## config.mk

```make
export PLATFORM = sky130hd
export DESIGN_NAME = axi_csr_manager
export DESIGN_NICKNAME = d
export VERILOG_FILES = /design/src/rtl/axi_csr_pkg.sv /design/src/rtl/axi_csr_manager.sv
export SDC_FILE = /design/constraint.sdc
export NUM_CORES = 1
export LEC_CHECK = 0
export BUFFER_PORTS_ARGS = -buffer_cell sky130_fd_sc_hd__buf_4
export CORE_ASPECT_RATIO = 1.2
export CORE_UTILIZATION = 50
export DETAILED_ROUTE_END_ITERATION = 8
export PLACE_DENSITY = 0.84
export SYNTH_ARGS = -nofsm -noshare
export SYNTH_HDL_FRONTEND = slang
export SYNTH_SLANG_ARGS = --single-unit
export TNS_END_PERCENT = 50
```

## constraint.sdc

```tcl
create_clock -name m_axi_clk -period 3.2 [get_ports m_axi_clk]
set_input_delay 0.16 -clock m_axi_clk [delete_from_list [all_inputs] [get_ports m_axi_clk]]
set_output_delay 0.16 -clock m_axi_clk [all_outputs]
set_load 0.1 [all_outputs]
```

## src/rtl/axi_csr_pkg.sv

```systemverilog
// axi_csr_pkg: shared definitions for the AXI CSR manager.
//   csr_state_e  - transfer sequencing states of the manager FSM
//   RESP_OKAY    - AXI BRESP/RRESP "OKAY"
//   RESP_SLVERR  - AXI BRESP/RRESP "SLVERR"
package axi_csr_pkg;

    typedef enum logic [2:0] {
        IDLE         = 3'd0,
        WR_ADDR_DATA = 3'd1,
        WR_RESP      = 3'd2,
        RD_ADDR      = 3'd3,
        RD_DATA      = 3'd4
    } csr_state_e;

    localparam logic [1:0] RESP_OKAY   = 2'b00;
    localparam logic [1:0] RESP_SLVERR = 2'b10;

endpackage

```

## src/rtl/axi_csr_manager.sv

```systemverilog
// axi_csr_manager: single-beat, single-outstanding AXI4 manager that turns a
// simple command handshake into one AXI write or read transfer.
//   m_axi_clk / m_axi_resetn       - clock, asynchronous active-low reset
//   cmd_valid/ready/write/addr/wdata - command request (accepted when valid&&ready)
//   rsp_valid/rdata/resp           - one-cycle completion pulse with read data / response
//   m_axi_aw*, m_axi_w*, m_axi_b*  - AXI write address, write data, write response
//   m_axi_ar*, m_axi_r*            - AXI read address, read data
// Every output is driven from a flop; the next-state and next-output logic
// is purely combinational on registered state and the AXI inputs.
module axi_csr_manager
    import axi_csr_pkg::*;
#(
    parameter int DATA_WIDTH = 8,
    parameter int ADDR_WIDTH = 8
) (
    input  logic                  m_axi_clk,
    input  logic                  m_axi_resetn,
    input  logic                  cmd_valid,
    output logic                  cmd_ready,
    input  logic                  cmd_write,
    input  logic [ADDR_WIDTH-1:0] cmd_addr,
    input  logic [DATA_WIDTH-1:0] cmd_wdata,
    output logic                  rsp_valid,
    output logic [DATA_WIDTH-1:0] rsp_rdata,
    output logic [1:0]            rsp_resp,
    output logic [ADDR_WIDTH-1:0] m_axi_awaddr,
    output logic                  m_axi_awvalid,
    input  logic                  m_axi_awready,
    output logic [DATA_WIDTH-1:0] m_axi_wdata,
    output logic                  m_axi_wvalid,
    input  logic                  m_axi_wready,
    output logic                  m_axi_wlast,
    input  logic [1:0]            m_axi_bresp,
    input  logic                  m_axi_bvalid,
    output logic                  m_axi_bready,
    output logic [ADDR_WIDTH-1:0] m_axi_araddr,
    output logic                  m_axi_arvalid,
    input  logic                  m_axi_arready,
    input  logic [DATA_WIDTH-1:0] m_axi_rdata,
    input  logic [1:0]            m_axi_rresp,
    input  logic                  m_axi_rvalid,
    output logic                  m_axi_rready,
    input  logic                  m_axi_rlast
);

    csr_state_e            state_q, state_d;
    logic                  aw_done_q, aw_done_d;
    logic                  w_done_q, w_done_d;
    logic                  accept, aw_hs, w_hs, b_hs, ar_hs, r_hs;
    logic                  cmd_ready_d, awvalid_d, wvalid_d, bready_d;
    logic                  arvalid_d, rready_d, rsp_valid_d;
    logic [DATA_WIDTH-1:0] rsp_rdata_d, wdata_d;
    logic [1:0]            rsp_resp_d;
    logic [ADDR_WIDTH-1:0] awaddr_d, araddr_d;
    logic                  unused_rlast;

    // Transfers are single-beat, so RLAST carries no information.
    assign unused_rlast = m_axi_rlast;

    assign accept = cmd_valid && cmd_ready;
    assign aw_hs  = m_axi_awvalid && m_axi_awready;
    assign w_hs   = m_axi_wvalid  && m_axi_wready;
    // bready/rready are only high in their response states, so a stray
    // bvalid/rvalid can never form a handshake.
    assign b_hs   = m_axi_bvalid  && m_axi_bready;
    assign ar_hs  = m_axi_arvalid && m_axi_arready;
    assign r_hs   = m_axi_rvalid  && m_axi_rready;

    // Single beat: the only W beat is always the last one.
    assign m_axi_wlast = m_axi_wvalid;

    // State and output registers
    always_ff @(posedge m_axi_clk or negedge m_axi_resetn) begin
        if (!m_axi_resetn) begin
            state_q       <= IDLE;
            aw_done_q     <= 1'b0;
            w_done_q      <= 1'b0;
            cmd_ready     <= 1'b1;
            m_axi_awvalid <= 1'b0;
            m_axi_wvalid  <= 1'b0;
            m_axi_bready  <= 1'b0;
            m_axi_arvalid <= 1'b0;
            m_axi_rready  <= 1'b0;
            rsp_valid     <= 1'b0;
            rsp_rdata     <= '0;
            rsp_resp      <= RESP_OKAY;
            m_axi_awaddr  <= '0;
            m_axi_wdata   <= '0;
            m_axi_araddr  <= '0;
        end else begin
            state_q       <= state_d;
            aw_done_q     <= aw_done_d;
            w_done_q      <= w_done_d;
            cmd_ready     <= cmd_ready_d;
            m_axi_awvalid <= awvalid_d;
            m_axi_wvalid  <= wvalid_d;
            m_axi_bready  <= bready_d;
            m_axi_arvalid <= arvalid_d;
            m_axi_rready  <= rready_d;
            rsp_valid     <= rsp_valid_d;
            rsp_rdata     <= rsp_rdata_d;
            rsp_resp      <= rsp_resp_d;
            m_axi_awaddr  <= awaddr_d;
            m_axi_wdata   <= wdata_d;
            m_axi_araddr  <= araddr_d;
        end
    end

    // Next-state logic
    always_comb begin
        // AW and W complete independently; each flag remembers its own
        // handshake and is cleared whenever a new write starts from IDLE.
        aw_done_d = (state_q == WR_ADDR_DATA) && (aw_done_q || aw_hs);
        w_done_d  = (state_q == WR_ADDR_DATA) && (w_done_q  || w_hs);
        state_d   = state_q;
        unique case (state_q)
            IDLE:         if (accept) state_d = cmd_write ? WR_ADDR_DATA : RD_ADDR;
            WR_ADDR_DATA: if (aw_done_d && w_done_d) state_d = WR_RESP;
            WR_RESP:      if (b_hs) state_d = IDLE;
            RD_ADDR:      if (ar_hs) state_d = RD_DATA;
            RD_DATA:      if (r_hs) state_d = IDLE;
            default:      state_d = IDLE;
        endcase
    end

    // Next-output logic (registered above, so no output follows a READY combinationally)
    always_comb begin
        cmd_ready_d = (state_d == IDLE);
        awvalid_d   = (state_d == WR_ADDR_DATA) && !aw_done_d;
        wvalid_d    = (state_d == WR_ADDR_DATA) && !w_done_d;
        bready_d    = (state_d == WR_RESP);
        arvalid_d   = (state_d == RD_ADDR);
        rready_d    = (state_d == RD_DATA);
        rsp_valid_d = b_hs || r_hs;

        rsp_rdata_d = rsp_rdata;
        rsp_resp_d  = rsp_resp;
        if (r_hs) begin
            rsp_rdata_d = m_axi_rdata;
            rsp_resp_d  = m_axi_rresp;
        end else if (b_hs) begin
            rsp_rdata_d = '0;
            rsp_resp_d  = m_axi_bresp;
        end

        awaddr_d = m_axi_awaddr;
        wdata_d  = m_axi_wdata;
        araddr_d = m_axi_araddr;
        if (accept && cmd_write) begin
            awaddr_d = cmd_addr;
            wdata_d  = cmd_wdata;
        end
        if (accept && !cmd_write) begin
            araddr_d = cmd_addr;
        end
    end

endmodule

```

==> flow_metrics.env <==
export IMPL_synth_edf_count=0
export IMPL_cap_violations=0
export IMPL_core_area_mm2=0.00342
export IMPL_dp_worst_setup_slack_ns=1.62
export IMPL_setup_viol=0
export IMPL_slew_headroom=0.576
export IMPL_fill_cells=228
export IMPL_layout_nets=249
export IMPL_synth_warnings=0
export IMPL_synthAdderAreaFrac=0
export IMPL_critPathCaptureType="flip-flop"
export IMPL_grt_antenna_before_repair=0
export IMPL_std_cell_rows=23
export IMPL_ys_seq_area_frac=0.627
export IMPL_crit_path_max_fanout=10
export IMPL_synth_area_mm2=0.00184
export IMPL_finalCriticalPeriod_ns=1.59
export IMPL_whs_ns=0.0787
export IMPL_ctsLongestPathBuffers=2
export IMPL_drtIter0Drc=61
export IMPL_place_congestion=0.866
export IMPL_vias=1378
export IMPL_violations="design-rule violations"
export IMPL_dr_pass1_iters=9
export IMPL_diodes=0
export IMPL_dp_hpwl_um=2890
export IMPL_worstSetupPathType="reg -> reg"
export IMPL_synth_top_area_share=0.613
export IMPL_drt_total_wl_um=3790
export IMPL_routedWlPerCell_um=15.2
export IMPL_layout_setup_ws_ns=1.61
export IMPL_period_share=0.498
export IMPL_start_util=0.536
export IMPL_synthXorXnorAreaFrac=0
export IMPL_max_freq_mhz=628
export IMPL_yosys_top_cells_count="dfrtp_1, mux2_2, a22o_1, nor2_1, nand2_1"
export IMPL_finClkSkew_ns=0.00291
export IMPL_grt_pass1_vias=1376
export IMPL_layout_drive_gt1_share=0.547
export IMPL_setup_tns_ns=0
export IMPL_netlist_top_cells_area="dfrtp_1, mux2_2, a22o_1"
export IMPL_worst_pin_slew_ns=0.635
export IMPL_yosys_most_used_dff="dfrtp_1"
export IMPL_post_cts_resized=0
export IMPL_drc=7
export IMPL_post_cts_setup_buffer_count=0
export IMPL_critical_path_required_ns=3.38
export IMPL_yosysTopAreaCell="dfrtp_1"
export IMPL_cp_arrival_ns=1.77
export IMPL_hold_violations=0
export IMPL_final_antenna_net_count=0
export IMPL_grt_max_degree=47
export IMPL_grt_pass1_wl_um=6150
export IMPL_final_max_slew_violation_count=0
export IMPL_synth_seq_cells=46
export IMPL_grt_ovfl_total=0
export IMPL_dieArea_mm2=0.00392
export IMPL_synth_most_common_cell="dfrtp_1"
export IMPL_min_path_type="in -> reg"
export IMPL_critPathLaunchType="flip-flop"
export IMPL_vias_per_cell=5.53
export IMPL_syn_avg_cell_area_um2=13.9
export IMPL_async_flop_share=1.00
export IMPL_area_growth_pct=37.5
export IMPL_fp_dieH_um=68.4
export IMPL_cts_tree="yes"
export IMPL_outcome="finished with violations"
export IMPL_clk_pin_slew_ns=0.07
export IMPL_ios=80
export IMPL_syn_inst=132
export IMPL_synthMuxAreaShare=0.158
export IMPL_cts_num_sinks=46
export IMPL_clkLatencyLatePin_ns=0.29
export IMPL_die_w_um=57.3
export IMPL_io_buffers=78
export IMPL_synth_top_family_by_area="multiplexers"
export IMPL_rsz0062_at_grt="no"
export IMPL_syn_num_nets=170
export IMPL_synth_cell_types=30
export IMPL_htree_levels=2
export IMPL_synth_compound_area_frac=0.111
export IMPL_cts_root_buf="clkbuf_8"
export IMPL_numCtsBuffers=5
export IMPL_grt_usage=0.218
export IMPL_synth_simple_area_share=0.0770
[final timing paths]
check                                        to  slack [ns]       startpoint  cells past startpoint
max in group asynchronous             cmd_ready        2.41     m_axi_resetn                      2
worst min-delay path                rsp_resp[1]        0.08   m_axi_rresp[1]                      3
min in group asynchronous        m_axi_wdata[4]        0.39     m_axi_resetn                      2
worst max-delay path                m_axi_wlast        1.61        cmd_ready                      4
worst max register to register      m_axi_wlast        1.61        cmd_ready                      4
worst min register to register  m_axi_araddr[2]        0.51  m_axi_araddr[2]                      1
[cell type report]
cell class | instances | area [um2] | share of cell area
flip-flops and latches | 46 | 1150 | 0.456
clock inverters | 1 | 5.00 | 0.00198
inverters | 1 | 3.75 | 0.00149
clock buffers | 7 | 86.3 | 0.0342
multi-input cells | 78 | 636 | 0.252
repair buffers | 79 | 596 | 0.236
well taps | 37 | 46.3 | 0.0183
[flip-flops by register name, summed over array words and instances (netlist names), 2 cells and up]
signal,cells
m_axi_wdata,8
state_q,3
m_axi_awaddr,8
m_axi_araddr,8
rsp_resp,2
rsp_rdata,8
[routing by layer]
layer | part of all wire | wire length, um | vias up | global-route usage
met5 | 0 | 0 | - | 0
met2 | 0.53 | 1990 | 75 | 0.387
li1 | - | - | 633 | -
met4 | 0.023 | 89 | 0 | 0.104
met3 | 0.094 | 358 | 9 | 0.0718
met1 | 0.36 | 1350 | 661 | 0.237
[cell usage in the layout (no fill, tap or decap), types with 4 or more instances in the layout]
| master | count |
|---|---|
| a21oi_1 | 4 |
| a22o_1 | 8 |
| buf_4 | 78 |
| clkbuf_8 | 6 |
| dfrtp_1 | 45 |
| mux2_2 | 24 |
| nand2_1 | 6 |
| nand3b_1 | 4 |
| nor2_1 | 8 |
[logic make-up after synthesis]
| group | count (synthesis) |
|---|---|
| compound gates | 25 |
| buf+inv | 8 |
| flops | 46 |
| mux | 26 |
| simple gates | 27 |
[critical path, cell delays in order, from the launching register on]
cell and delay (ns):
dfstp_2 0.56, nand3b_1 0.38, o21a_1 0.34, o21ai_2 0.15
nor2_1 0.06
[repair_timing]
action,in CTS,in global routing
hold buffers,1,0
endpoints found under the setup margin,0,0
hold endpoints to repair,45,0
[through the flow]
stage	std cells	utilization	instance area [um2]
after floorplan	132	-	1840
after global placement	240	0.708	2420
after detailed placement	240	0.708	2420
after CTS	249	0.737	2520
after global routing	249	0.737	2520
final	249	0.737	2520
Power is not shown: default switching activity piles up to over one toggle a cycle in this logic, so the estimate is an artifact.
